$ cat src/rtl/tcm_ifetch_port_if.sv
// Fetch-side and RAM-side signal bundle for the TCM instruction fetch port.
// The slave modport is the fetch port itself; master is the core plus RAM array.
interface tcm_ifetch_port_if #(
  parameter int unsigned TCM_SIZE_LOG2 = 17
) ();

  // Core fetch interface
  logic        mem_i_rd_i;
  logic        mem_i_flush_i;
  logic        mem_i_invalidate_i;
  logic [31:0] mem_i_pc_i;
  logic        mem_i_accept_o;
  logic        mem_i_valid_o;
  logic        mem_i_error_o;
  logic [63:0] mem_i_inst_o;

  // TCM RAM array interface
  logic                       ram_rd_o;
  logic [TCM_SIZE_LOG2-4:0]   ram_addr_o;
  logic [63:0]                ram_data_i;
  logic                       ram_busy_i;

  modport master (
    output mem_i_rd_i,
    output mem_i_flush_i,
    output mem_i_invalidate_i,
    output mem_i_pc_i,
    input  mem_i_accept_o,
    input  mem_i_valid_o,
    input  mem_i_error_o,
    input  mem_i_inst_o,
    input  ram_rd_o,
    input  ram_addr_o,
    output ram_data_i,
    output ram_busy_i
  );

  modport slave (
    input  mem_i_rd_i,
    input  mem_i_flush_i,
    input  mem_i_invalidate_i,
    input  mem_i_pc_i,
    output mem_i_accept_o,
    output mem_i_valid_o,
    output mem_i_error_o,
    output mem_i_inst_o,
    output ram_rd_o,
    output ram_addr_o,
    input  ram_data_i,
    input  ram_busy_i
  );

endinterface

$ cat src/rtl/tcm_ifetch_port.sv
// TCM instruction-fetch front end: range-checks fetch PCs, issues single-cycle RAM
// reads and returns 64-bit instruction pairs one cycle later.
module tcm_ifetch_port #(
  parameter logic [31:0] ADDR_BASE     = 32'h8000_0000,
  parameter int unsigned TCM_SIZE_LOG2 = 17,
  parameter int unsigned INV_CYCLES    = 2
) (
  input  logic                     clk,
  input  logic                     rst,
  tcm_ifetch_port_if.slave         bus,
  output logic [31:0]              fetch_count_o
);

  localparam int unsigned AW = TCM_SIZE_LOG2 - 3;

  localparam logic [0:0] StRun   = 1'b0;
  localparam logic [0:0] StInval = 1'b1;

  localparam logic [3:0] InvReload = 4'(INV_CYCLES - 1);

  logic [0:0]  state_q, state_d;
  logic [3:0]  inv_cnt_q, inv_cnt_d;
  logic        pend_q, pend_d;
  logic        err_q, err_d;
  logic [31:0] count_q, count_d;

  logic        accept;
  logic        take;
  logic        in_range;
  logic [31:0] pc_off;
  logic        valid;
  logic        unused_off;

  // Accept is gated by rst so nothing leaks out while held in reset.
  assign accept = (state_q == StRun) && !bus.ram_busy_i && !bus.mem_i_flush_i &&
                  !bus.mem_i_invalidate_i && rst;
  assign take   = bus.mem_i_rd_i && accept;

  assign pc_off     = bus.mem_i_pc_i - ADDR_BASE;
  assign in_range   = (pc_off[31:TCM_SIZE_LOG2] == '0) && (bus.mem_i_pc_i[2:0] == 3'b000);
  assign unused_off = ^pc_off[2:0];

  assign valid = pend_q && !bus.mem_i_flush_i && rst;

  assign bus.mem_i_accept_o = accept;
  assign bus.mem_i_valid_o  = valid;
  assign bus.mem_i_error_o  = valid && err_q;
  assign bus.mem_i_inst_o   = (valid && !err_q) ? bus.ram_data_i : 64'h0;
  assign bus.ram_rd_o       = take && in_range;
  assign bus.ram_addr_o     = (take && in_range) ? pc_off[TCM_SIZE_LOG2-1:3] : {AW{1'b0}};

  assign fetch_count_o = count_q;

  // Invalidate stall: INV_CYCLES cycles in StInval after the request cycle.
  always_comb begin
    state_d   = state_q;
    inv_cnt_d = inv_cnt_q;
    unique case (state_q)
      StRun: begin
        if (bus.mem_i_invalidate_i) begin
          state_d   = StInval;
          inv_cnt_d = InvReload;
        end
      end
      StInval: begin
        if (bus.mem_i_invalidate_i) begin
          inv_cnt_d = InvReload;
        end else if (inv_cnt_q == 4'd0) begin
          state_d = StRun;
        end else begin
          inv_cnt_d = inv_cnt_q - 4'd1;
        end
      end
      default: begin
        state_d   = StRun;
        inv_cnt_d = 4'd0;
      end
    endcase
  end

  always_comb begin
    pend_d  = take;
    err_d   = take && !in_range;
    count_d = count_q;
    if (valid && (count_q != 32'hFFFF_FFFF)) begin
      count_d = count_q + 32'd1;
    end
  end

  always_ff @(posedge clk) begin
    if (!rst) begin
      state_q   <= StRun;
      inv_cnt_q <= 4'd0;
      pend_q    <= 1'b0;
      err_q     <= 1'b0;
      count_q   <= 32'd0;
    end else begin
      state_q   <= state_d;
      inv_cnt_q <= inv_cnt_d;
      pend_q    <= pend_d;
      err_q     <= err_d;
      count_q   <= count_d;
    end
  end

  ram_rd_implies_accept: assert property (@(posedge clk) bus.ram_rd_o |-> bus.mem_i_accept_o);
  error_implies_valid:   assert property (@(posedge clk) bus.mem_i_error_o |-> bus.mem_i_valid_o);
  no_accept_in_inval:    assert property (@(posedge clk)
                                          (state_q == StInval) |-> !bus.mem_i_accept_o);

endmodule

$ cat src/flat_wrapper.sv
// flat-port wrapper written by rule: the top's interface ports become plain ports
module tcm_ifetch_port_flat 
#(
  parameter logic [31:0] ADDR_BASE     = 32'h8000_0000,
  parameter int unsigned TCM_SIZE_LOG2 = 17,
  parameter int unsigned INV_CYCLES    = 2
)
  (clk, rst, fetch_count_o, bus_mem_i_rd_i, bus_mem_i_flush_i, bus_mem_i_invalidate_i, bus_mem_i_pc_i, bus_mem_i_accept_o, bus_mem_i_valid_o, bus_mem_i_error_o, bus_mem_i_inst_o, bus_ram_rd_o, bus_ram_addr_o, bus_ram_data_i, bus_ram_busy_i);
  tcm_ifetch_port_if #(.TCM_SIZE_LOG2(TCM_SIZE_LOG2)) bus_i ();
  input  logic clk;
  input  logic rst;
  output logic [31:0] fetch_count_o;
  input wire logic [$bits(bus_i.mem_i_rd_i)-1:0] bus_mem_i_rd_i;
  input wire logic [$bits(bus_i.mem_i_flush_i)-1:0] bus_mem_i_flush_i;
  input wire logic [$bits(bus_i.mem_i_invalidate_i)-1:0] bus_mem_i_invalidate_i;
  input wire logic [$bits(bus_i.mem_i_pc_i)-1:0] bus_mem_i_pc_i;
  output wire logic [$bits(bus_i.mem_i_accept_o)-1:0] bus_mem_i_accept_o;
  output wire logic [$bits(bus_i.mem_i_valid_o)-1:0] bus_mem_i_valid_o;
  output wire logic [$bits(bus_i.mem_i_error_o)-1:0] bus_mem_i_error_o;
  output wire logic [$bits(bus_i.mem_i_inst_o)-1:0] bus_mem_i_inst_o;
  output wire logic [$bits(bus_i.ram_rd_o)-1:0] bus_ram_rd_o;
  output wire logic [$bits(bus_i.ram_addr_o)-1:0] bus_ram_addr_o;
  input wire logic [$bits(bus_i.ram_data_i)-1:0] bus_ram_data_i;
  input wire logic [$bits(bus_i.ram_busy_i)-1:0] bus_ram_busy_i;
  assign bus_i.mem_i_rd_i = bus_mem_i_rd_i;
  assign bus_i.mem_i_flush_i = bus_mem_i_flush_i;
  assign bus_i.mem_i_invalidate_i = bus_mem_i_invalidate_i;
  assign bus_i.mem_i_pc_i = bus_mem_i_pc_i;
  assign bus_mem_i_accept_o = bus_i.mem_i_accept_o;
  assign bus_mem_i_valid_o = bus_i.mem_i_valid_o;
  assign bus_mem_i_error_o = bus_i.mem_i_error_o;
  assign bus_mem_i_inst_o = bus_i.mem_i_inst_o;
  assign bus_ram_rd_o = bus_i.ram_rd_o;
  assign bus_ram_addr_o = bus_i.ram_addr_o;
  assign bus_i.ram_data_i = bus_ram_data_i;
  assign bus_i.ram_busy_i = bus_ram_busy_i;
  tcm_ifetch_port #(.ADDR_BASE(ADDR_BASE), .TCM_SIZE_LOG2(TCM_SIZE_LOG2), .INV_CYCLES(INV_CYCLES)) u_core (.clk(clk), .rst(rst), .bus(bus_i), .fetch_count_o(fetch_count_o));
endmodule
$ cat config.mk
export PLATFORM = sky130hd
export DESIGN_NAME = tcm_ifetch_port_flat
export DESIGN_NICKNAME = d
export VERILOG_FILES = /design/src/rtl/tcm_ifetch_port_if.sv /design/src/rtl/tcm_ifetch_port.sv /design/src/flat_wrapper.sv
export SDC_FILE = /design/constraint.sdc
export NUM_CORES = 1
export LEC_CHECK = 0
export ABC_AREA = 1
export BUFFER_PORTS_ARGS = -buffer_cell sky130_fd_sc_hd__buf_2
export CAP_MARGIN = 30
export CORE_AREA = 2 2 92 116
export DETAILED_ROUTE_END_ITERATION = 12
export DIE_AREA = 0 0 94 118
export PLACE_DENSITY = 0.59
export SLEW_MARGIN = 20
export SYNTH_ARGS = -nofsm -noshare
export SYNTH_HDL_FRONTEND = slang
export SYNTH_SLANG_ARGS = --single-unit
export TNS_END_PERCENT = 10
$ cat constraint.sdc
create_clock -name clk -period 1.7 [get_ports clk]
set_clock_uncertainty 0.05 [all_clocks]
set_input_delay 0.085 -clock clk [delete_from_list [all_inputs] [get_ports clk]]
set_output_delay 0.085 -clock clk [all_outputs]
set_load 0.01 [all_outputs]
==> results of run 1 <==
worst max-delay path, delay by kind of cell (launching register included):
| kind | cells | cell delay [ns] |
|---|---|---|
| buffers and inverters | 2 | 0.33 |
| DFF | 1 | 0.34 |
| and+or+nand+nor | 3 | 0.58 |
cell families (layout without fill, tap and decap cells):
logic type      Yosys count  after routing  synth area share (%)
flops                    39             39                  26.5
compound gates           32             32                  5.43
simple gates            337            337                  48.7
fa+ha+maj                 2              2                 0.848
xor+xnor                  2              2                 0.594
buf+inv                 132            371                  17.9
cell type report:
| cell class | count | area (um2) |
|---|---|---|
| clock buffer | 5 | 125 |
| clock inverter | 3 | 20.0 |
| fill | 1108 | 5370 |
| inverter | 115 | 437 |
| multi-input combinational | 373 | 1760 |
| sequential | 39 | 788 |
| tap | 129 | 161 |
| timing repair buffer | 248 | 1350 |
power by group through the flow:
| stage | Clock (mW) | Sequential, mW | Combinational (mW) |
|---|---|---|---|
| finish | 0.947 | 0.928 | 0.265 |
| global route | 0.988 | 0.928 | 0.297 |
| CTS | 0.960 | 0.928 | 0.260 |
| detailed placement | 0 | 0.947 | 0.255 |
| global placement | 0 | 0.947 | 0.249 |
| floorplan | 0 | 0.946 | 0.0926 |
flip-flops by register name, indices dropped and copies added (netlist names):
| register | flops |
|---|---|
| u_core.inv_cnt_q | 4 |
| u_core.err_q | 1 |
| u_core.state_q | 1 |
| u_core.pend_q | 1 |
| u_core.fetch_count_o | 32 |
path summary, 6_finish.rpt:
| check | start | to | slack [ns] | depth (start not counted) |
|---|---|---|---|---|
| worst max-delay path | u_core.state_q | bus_ram_addr_o[9] | 0.03 | 5 |
| worst min-delay path | bus_mem_i_invalidate_i | u_core.inv_cnt_q[3] | 0.14 | 4 |
| worst max register to register | u_core.fetch_count_o[16] | u_core.fetch_count_o[21] | 0.10 | 7 |
| worst min register to register | u_core.inv_cnt_q[1] | u_core.inv_cnt_q[1] | 0.44 | 2 |
timing repair:
item,CTS,global route
endpoints found under the setup margin,51,60
cloned,0,0
pin swaps,2,3
gates resized for setup,6,32
buffers inserted,1,1
metal layers:
metal,part of all wire (%),up-vias
met4,0.93,0
li1,-,2105
met5,0,-
met2,49,234
met3,10,8
met1,40,1816
metrics by stage:
step	hold slack (ns)	total power [mW]	instances	utilization, %	setup slack [ns]
after floorplan	0.158	1.04	544	-	0.0917
after global placement	0.404	1.20	902	43.4	0.0641
after detailed placement	0.408	1.20	902	43.4	0.0593
after CTS	0.140	2.15	911	45.1	0.0118
after global routing	0.155	2.21	912	46.3	-0.0415
final	0.138	2.14	912	46.3	0.0319
cells in the final DEF (no fill, tap or decap), types with 6 or more instances in the layout:
cell,count
nor3_1,7
dfxtp_1,33
nand3_1,35
a21oi_1,27
nor3_2,12
nor2_2,6
nand2_1,102
dfxtp_2,6
inv_1,112
nor2_1,148
nand4_1,6
buf_2,215
buf_4,29
==> summary.md, run 1 <==
| Metric | Value |
|---|---|
| Worst skew pair latency | slightly below 0.3 ns |
| Grt met3 use | under 10% |
| Setup violators final | 0 |
| Worst path required time | around 1.6 ns |
| Lkg Pwr | approximately 2.7 nW |
| Max Clock Freq | roughly 600 MHz |
| Synth cell types | 30 |
| Worst path cell trace | nor4_4 -> nand2_2 -> buf_4 -> nor3_1 -> buf_2 |
| Pwr dens | between 400 and 500 nW/um2 |
| CP peak stage delay | about 0.34 ns |
| Area leader, netlist | dfxtp_1 |
| Slew margin rel. | between 70% and 80% |
| # rows | between 40 and 50 |
| Grt ovf | 0 |
| Root buf cell | clkbuf_16 |
| Met1 Resource Use GR | a little over a quarter |
| All-layer global routing usage | a little over a fifth |
| CTS Buf Count | 5 |
| Crit path max fanout | 5 |
| Ys flop type | dfxtp_1 |
| Internal power | about 1.6 mW |
| Vias in the first global route | ~3800 |
| Cell area after layout | between 4000 and 5000 um2 |
| CTS Hold Bufs | 0 |
| CTS Sinks | 39 |
| Synth Warn # | 0 |
| Share of flip-flops with an asynchronous set or reset | 0% |
| Critical path data arrival time | about 1.5 ns |
| Initial antenna violation count | 0 |
| Die width | 94 um |
| Met2 Track Usage GR | between 30% and 40% |
| Worst path slowest cell | dfxtp_2 |
| Count leader, synth | nor2_1 |
| Hold WC Path Type | input pin to flip-flop |
| HPWL after DPL | 10.6 mm |
| CTS tree | yes |
| Slew @ Worst Pin | 0.374 ns |
| Combinational share of power | roughly an eighth |
| Routed wire length | roughly 12 mm |
| Post-synth design cell area | around 3000 um2 |
| Drt wl/cell | 13.4 um |
| Core ar. | about 10000 um2 |
| DP Area | between 4000 and 5000 um2 |
| Maxcap violations | 0 |
| Via Count | around 4200 |
| # H-tree levels | 2 |
| Register area share after synthesis | roughly a quarter |
| DRT iter0 DRCs | around 220 |
| Status | completed |
| Main area contributors after synthesis | dfxtp_1 26%, nor2_1 19%, inv_1 14% |
| Yosys top cell area share | between 20% and 30% |
| Area grow syn2layout | 57.2% |
| Final net count | slightly below 900 |
| Sequential power share | 43.4% |
| Startpoint Class | flip-flop |
| Clock buffer depth | 2 |
| Synth cell count leaders | 153 x nor2_1, 112 x inv_1, 106 x nand2_1 |
| Largest net degree at the start of global routing | 33 |
| First-pass GRT wire length | about 18 mm |
| Fin crit share | 98.1% |
| DRT Pass-1 Iters | 5 |
| Number of buffers added on ports | approximately 220 |
| Starting Density | 29.5% |
| Clock group share of total power | between 40% and 50% |
| DRC violations left | 0 |
| RSZ-0062 raised after global routing | true |
| Hold Vio Cnt, Final | 0 |
| # IOs | around 220 |
| EDFF count, synth | 0 |
| Switching power | roughly 0.55 mW |
| FF+latch count, synth | 39 |
| Die area | between 10000 and 15000 um2 |
| Avg Inst Size Synth | 5.42 um2 |
| Setup Crit Path Kind | flip-flop to output port |
| DR vias/cell | approximately 4.6 |
| Syn nets | about 650 |
| Layout cells sized above 1 | a little under two fifths |
| Final Critical Period | 1.67 ns |
| Post-route antenna net violation count | 0 |
| Placer Congestion | 0.928 |
| Max-slew violations | 0 |
| Gr busiest metal | met2 |
| Sw Ratio | approximately 26% |
| Inserted Diodes | 0 |
| Worst VDD drop | 0.346 mV |
| Setup TNS | 0 ns |
| DIE HEIGHT | ~120 um |
| Worst-path clk slew | 0.06 ns |
| Crit. End Element | output port |
| Cells after Synth | between 500 and 600 |
Note: power is estimated with default switching activity, not from simulation.
==> run 2, diff against run 1 <==
--- a/config.mk
+++ b/config.mk
@@ -8,12 +8,14 @@
 export ABC_AREA = 1
 export BUFFER_PORTS_ARGS = -buffer_cell sky130_fd_sc_hd__buf_2
 export CAP_MARGIN = 30
-export CORE_AREA = 2 2 92 116
+export CELL_PAD_IN_SITES_DETAIL_PLACEMENT = 1
+export CELL_PAD_IN_SITES_GLOBAL_PLACEMENT = 2
+export CORE_AREA = 2 2 118 149
 export DETAILED_ROUTE_END_ITERATION = 12
-export DIE_AREA = 0 0 94 118
-export PLACE_DENSITY = 0.59
+export DIE_AREA = 0 0 120 151
+export PLACE_DENSITY = 0.77
 export SLEW_MARGIN = 20
 export SYNTH_ARGS = -nofsm -noshare
 export SYNTH_HDL_FRONTEND = slang
 export SYNTH_SLANG_ARGS = --single-unit
-export TNS_END_PERCENT = 10
+export TNS_END_PERCENT = 50
==> run 2 against run 1 <==
Net effect: worst hold slack worse by 0.039 ns; largest cell class unchanged; combinational power down 8.7%; clock power down 2%; die area up 63%; register-to-register slack about the same; largest power group unchanged.
==> summary.md, run 2 (synthesized netlist as in run 1, its figures left out) <==
| Metric | Value |
|---|---|
| Starting Density | 17.7% (-12 points) |
| Core ar. | 16600 um2 (+66%) |
| DRC violations left | 0 (unchanged) |
| Inserted Diodes | 0 (unchanged) |
| CP peak stage delay | 0.34 ns (about the same) |
| CTS Hold Bufs | 0 (unchanged) |
| # fillers | 2275 (+110%) |
| Via Count | 4127 (-0.86%) |
| Max FFs per register | 32 (unchanged) |
| Worst VDD drop | 0.272 mV (-21%) |
| Routed wire length | 12.8 mm (+4.3%) |
| # H-tree levels | 2 (unchanged) |
| CTS tree | yes |
| Setup violators final | 0 (unchanged) |
| Layout cells sized above 1 | 40.0% (+1.7 points) |
| Cell area after layout | 4830 um2 (+4.2%) |
| Number of buffers added on ports | 215 (unchanged) |
| CP top delay family | simple AND/OR/NAND/NOR gates |
| # rows | 53 (+29%) |
| Critical path data arrival time | 1.51 ns (-0.02 ns) |
| Crit path max fanout | 16 (+11) |
| Worst path cell trace | nor4_4 -> nand2_1 -> buf_6 -> nor3_1 -> buf_2 |
| Crit. End Element | output port |
| Worst path required time | 1.56 ns (about the same) |
| Final net count | 890 (+0.45%) |
| DP Area | 4490 um2 (+3.6%) |
| Total Power | 2.10 mW (-1.8%) |
| Maxcap violations | 0 (unchanged) |
| Root buf cell | clkbuf_16 |
| Grt ovf | 0 (unchanged) |
| Startpoint Class | flip-flop |
| Most frequent cells in the layout | 215 x buf_2, 139 x nor2_1, 112 x inv_1 |
| Die area | 18100 um2 (+63%) |
| Max Clock Freq | 609 MHz (+1.6%) |
| Worst path slowest cell | dfxtp_2 |
| # IOs | 216 (unchanged) |
| Status | completed |
| DR vias/cell | 4.10 (-10%) |
| Clock buffer depth | 2 (unchanged) |
| Post-layout util | 29.0% (-17 points) |
| DIE HEIGHT | 151 um (+28%) |
| Fin crit share | 96.6% (-1.5 points) |
| Slew @ Worst Pin | 0.380 ns (+0.00629 ns) |
| Final Critical Period | 1.64 ns (-0.0256 ns) |
| CTS Sinks | 39 (unchanged) |
| Place WS | -0.0190 ns (-0.0783 ns) |
| Worst-path clk slew | 0.06 ns (about the same) |
| RSZ-0062 raised after global routing | true |
| All-layer global routing usage | 13.5% (-8.0 points) |
| R2R Setup Slk | 0.11 ns (about the same) |
| Worst Path Buf+Inv | 2 (unchanged) |
| Initial antenna violation count | 0 (unchanged) |
| HPWL after DPL | 10.7 mm (+1.2%) |
| Lkg Pwr | 2.77 nW (+1.8%) |
| Final worst hold slack | 0.0995 ns (-0.0389 ns) |
| CTS Buf Count | 5 (unchanged) |
| Hold Vio Cnt, Final | 0 (unchanged) |
| Non-Filler Instances | 1007 (+10%) |
| Worst skew pair latency | 0.29 ns (about the same) |
| Largest net degree at the start of global routing | 42 (+27%) |
| DRT iter0 DRCs | 88 (-60%) |
| Setup Crit Path Kind | flip-flop to output port |
| Pwr dens | 435 nW/um2 (-5.7%) |
| Area grow syn2layout | 63.7% |
| DRT Pass-1 Iters | 4 (-1) |
| Setup ws final | 0.0575 ns (+0.0256 ns) |
| Die width | 120 um (+28%) |
| Placer Congestion | 0.783 (-16%) |
| First-pass GRT wire length | 19.6 mm (+6.3%) |
| Commonest non-fill, non-tap cell in the layout | buf_2 |
| Slew margin rel. | 74.4% (-0.42 points) |
| Vias in the first global route | 4017 (+5.5%) |
| Post-route antenna net violation count | 0 (unchanged) |
| Dpl cells | 997 (+11%) |
| Max-slew violations | 0 (unchanged) |
| Drt wl/cell | 12.7 um (-5.6%) |
| Setup TNS | 0 ns (unchanged) |
| Hold WC Path Type | input pin to flip-flop |
-- run 2: cell count changes in the layout (fill, tap and decap cells not counted), moves of 3 or more --
cell and change:
buf_4 +3, nor3_1 +7, nor2_1 -9, dfxtp_1 -6, dfxtp_2 +6, nor2_2 +7
nor3_2 -7
-- run 2: where the power goes --
part | switching, mW | internal [mW]
sequential | 0.00664 | 0.921
clock | 0.394 | 0.536
combinational | 0.117 | 0.125
total | 0.518 | 1.58
-- run 2: path summary, 6_finish.rpt --
check / cells after the start / end / start
worst min register to register: 2 / u_core.inv_cnt_q[1] / u_core.inv_cnt_q[1]
worst max-delay path: 5 / bus_ram_addr_o[1] / u_core.state_q
worst max register to register: 10 / u_core.fetch_count_o[4] / u_core.fetch_count_o[13]
worst min-delay path: 4 / u_core.inv_cnt_q[1] / bus_mem_i_invalidate_i
-- run 2: final cells by class --
type	count	area [um2]	area share (%)
repair buffers	252	1400	29.0
inverters	115	434	8.99
well taps	220	275	5.70
flip-flops and latches	39	796	16.5
clock buffers	5	125	2.59
multi-input cells	373	1780	36.9
clock inverters	3	15.0	0.311
-- run 2: worst min-delay path: stages --
cell and delay, ns:
buf_2 0.12, nor2_1 0.09, nand2_1 0.07, a21oi_1 0.03
-- run 2: repair_timing --
| item | in CTS | in global routing |
|---|---|---|
| pin swaps | 1 | 2 |
| endpoints found under the setup margin | 67 | 60 |
| setup buffers | 1 | 1 |
| gates resized for setup | 9 | 46 |
-- run 2: metal layers --
| metal | share of wire [%] | GRT usage (%) |
|---|---|---|
| met1 | 37 | 13.5 |
| met2 | 51 | 26.4 |
| met3 | 11 | 4.48 |
| met4 | 2.0 | 3.88 |
| met5 | 0 | 0 |
==> run 3, diff against run 2 <==
--- a/config.mk
+++ b/config.mk
@@ -13,7 +13,7 @@
 export CORE_AREA = 2 2 118 149
 export DETAILED_ROUTE_END_ITERATION = 12
 export DIE_AREA = 0 0 120 151
-export PLACE_DENSITY = 0.77
+export PLACE_DENSITY = 0.85
 export SLEW_MARGIN = 20
 export SYNTH_ARGS = -nofsm -noshare
 export SYNTH_HDL_FRONTEND = slang
==> run 3 against run 2 <==
Net effect: via count rose by 5.1%; utilization increased by 0.60 points; non-clock buffer count grew 6; fmax shrank 0.59%; power is 11% higher; clock-buffer cell count is 1 higher; combinational power rose by 6%; register-to-register slack worse by 0.05 ns; cell count is 0.70% higher; global-route usage grew 2.2 points.
==> summary.md, run 3 (synthesized netlist as in run 1, its figures left out) <==
| Metric | Value |
|---|---|
| Initial antenna violation count | 3 (+3) |
| Internal power | 1.77 mW (+12%) |
| Grt ovf | 0 (unchanged) |
| Sequential power share | 39.7% (-4.5 points) |
| Worst VDD drop | 0.307 mV (+13%) |
| All-layer global routing usage | 15.7% (+2.2 points) |
| # fillers | 2243 (-1.4%) |
| Fin crit share | 97.2% (+0.57 points) |
| Clock buffer depth | 2 (unchanged) |
| Post-route antenna net violation count | 0 (unchanged) |
| Post-layout util | 29.6% (+0.60 points) |
| Setup violators final | 0 (unchanged) |
| Setup TNS | 0 ns (unchanged) |
| Crit. End Element | output port |
| First-pass GRT wire length | 21.9 mm (+12%) |
| Final net count | 896 (+0.67%) |
| Worst-path clk slew | 0.07 ns (about the same) |
| Max-slew violations | 0 (unchanged) |
| DP Area | 4510 um2 (+0.33%) |
| Hold Vio Cnt, Final | 0 (unchanged) |
| Pwr dens | 472 nW/um2 (+8.5%) |
| Number of buffers added on ports | 215 (unchanged) |
| DRC violations left | 0 (unchanged) |
| Drt wl/cell | 15.0 um (+18%) |
| Status | completed |
| Vias in the first global route | 4207 (+4.7%) |
| Clock group share of total power | 49.2% (+4.9 points) |
| Worst path required time | 1.56 ns (about the same) |
| CTS Sinks | 39 (unchanged) |
| # H-tree levels | 2 (unchanged) |
| # rows | 53 (unchanged) |
| Cell area after layout | 4930 um2 (+2.1%) |
| Sw Ratio | 23.7% (-0.94 points) |
| Routed wire length | 15.2 mm (+19%) |
| Hold WC Path Type | input pin to flip-flop |
| DRT Pass-1 Iters | 4 (unchanged) |
| CTS Hold Bufs | 0 (unchanged) |
| Worst skew pair latency | 0.30 ns (about the same) |
| Switching power | 0.552 mW (+6.5%) |
| Starting Density | 17.7% (unchanged) |
| RSZ-0062 raised after global routing | true |
| Combinational share of power | 11.1% (-0.4 points) |
| Area grow syn2layout | 67.1% |
| Die width | 120 um (unchanged) |
| Most frequent cells in the layout | 215 x buf_2, 141 x nor2_1, 112 x inv_1 |
| Max FFs per register | 32 (unchanged) |
| Final Critical Period | 1.65 ns (+0.00975 ns) |
| Critical path data arrival time | 1.52 ns (about the same) |
| Core ar. | 16600 um2 (unchanged) |
| DIE HEIGHT | 151 um (unchanged) |
| Setup Crit Path Kind | flip-flop to output port |
| Startpoint Class | flip-flop |
| CTS tree | yes |
| Largest net degree at the start of global routing | 51 (+21%) |
| Max Clock Freq | 605 MHz (-0.59%) |
| Crit path max fanout | 16 (unchanged) |
| Lkg Pwr | 2.83 nW (+2.1%) |
| Maxcap violations | 0 (unchanged) |
| CTS Buf Count | 5 (unchanged) |
| Place WS | -0.0112 ns (+0.00786 ns) |
| Via Count | 4338 (+5.1%) |
| Layout cells sized above 1 | 40.6% (+0.58 points) |
| DR vias/cell | 4.28 (+4.4%) |
| Root buf cell | clkbuf_16 |
| HPWL after DPL | 12.5 mm (+17%) |
| DRT iter0 DRCs | 163 (+85%) |
| Setup ws final | 0.0477 ns (-0.00975 ns) |
| # IOs | 216 (unchanged) |
| Slew margin rel. | 75.3% (+0.85 points) |
| Placer Congestion | 0.805 (+2.8%) |
| Slew @ Worst Pin | 0.367 ns (-0.0126 ns) |
| Commonest non-fill, non-tap cell in the layout | buf_2 |
| Die area | 18100 um2 (unchanged) |
-- run 3: power by group through the flow --
| stage | combinational [mW] | clock (mW) | sequential [mW] |
|---|---|---|---|
| 3_3_place_gp | 0.252 | 0 | 0.947 |
| 6_report | 0.257 | 1.14 | 0.924 |
| 5_1_grt | 0.291 | 1.21 | 0.924 |
| 4_1_cts | 0.261 | 1.17 | 0.927 |
| 2_1_floorplan | 0.0926 | 0 | 0.946 |
| 3_5_place_dp | 0.257 | 0 | 0.947 |
-- run 3: final timing paths --
path	cells after the start	startpoint	end	slack, ns
worst min register to register	2	u_core.inv_cnt_q[1]	u_core.inv_cnt_q[1]	0.43
worst max register to register	9	u_core.fetch_count_o[1]	u_core.fetch_count_o[20]	0.06
worst max-delay path	5	u_core.state_q	bus_ram_addr_o[0]	0.05
worst min-delay path	4	bus_mem_i_invalidate_i	u_core.inv_cnt_q[3]	0.08
-- run 3: critical path, cell delays in order (launching register included) --
cell     delay, ns
dfxtp_2       0.34
nor4_4        0.28
nand2_1       0.10
buf_6         0.16
nor3_1        0.18
buf_2         0.16
-- run 3: area by class of cell --
cell class | instances | area, um2 | share of cell area [%]
Inverter | 115 | 437 | 8.86
Antenna cell | 1 | 2.50 | 0.0508
Sequential cell | 39 | 811 | 16.5
Multi-Input combinational cell | 373 | 1750 | 35.5
Clock inverter | 2 | 35.0 | 0.711
Timing Repair Buffer | 258 | 1480 | 30.0
Tap cell | 220 | 275 | 5.59
Clock buffer | 6 | 139 | 2.82
-- run 3: through the flow --
step                total power [mW]  hold WS (ns)  cells
global placement                1.20         0.373    999
finish                          2.33        0.0792   1014
CTS                             2.36        0.0787   1007
floorplan                       1.04         0.158    544
detailed placement              1.20         0.378    999
global route                    2.42         0.127   1013
-- run 3: metal layers --
layer  track usage (%)  up-vias  part of all wire, %
li1                  -     2126                    -
met1              16.6     1978                   37
met2              30.1      217                   51
met3              4.71       13                   11
met4              4.24        4                  1.4
met5                 0        -                0.099
-- run 3: what timing repair did --
action / in CTS / in global routing
resized for setup: 7 / 46
pin swaps: 0 / 5
buffers inserted: 0 / 3
setup endpoints to repair: 71 / 53
cloned: 0 / 3
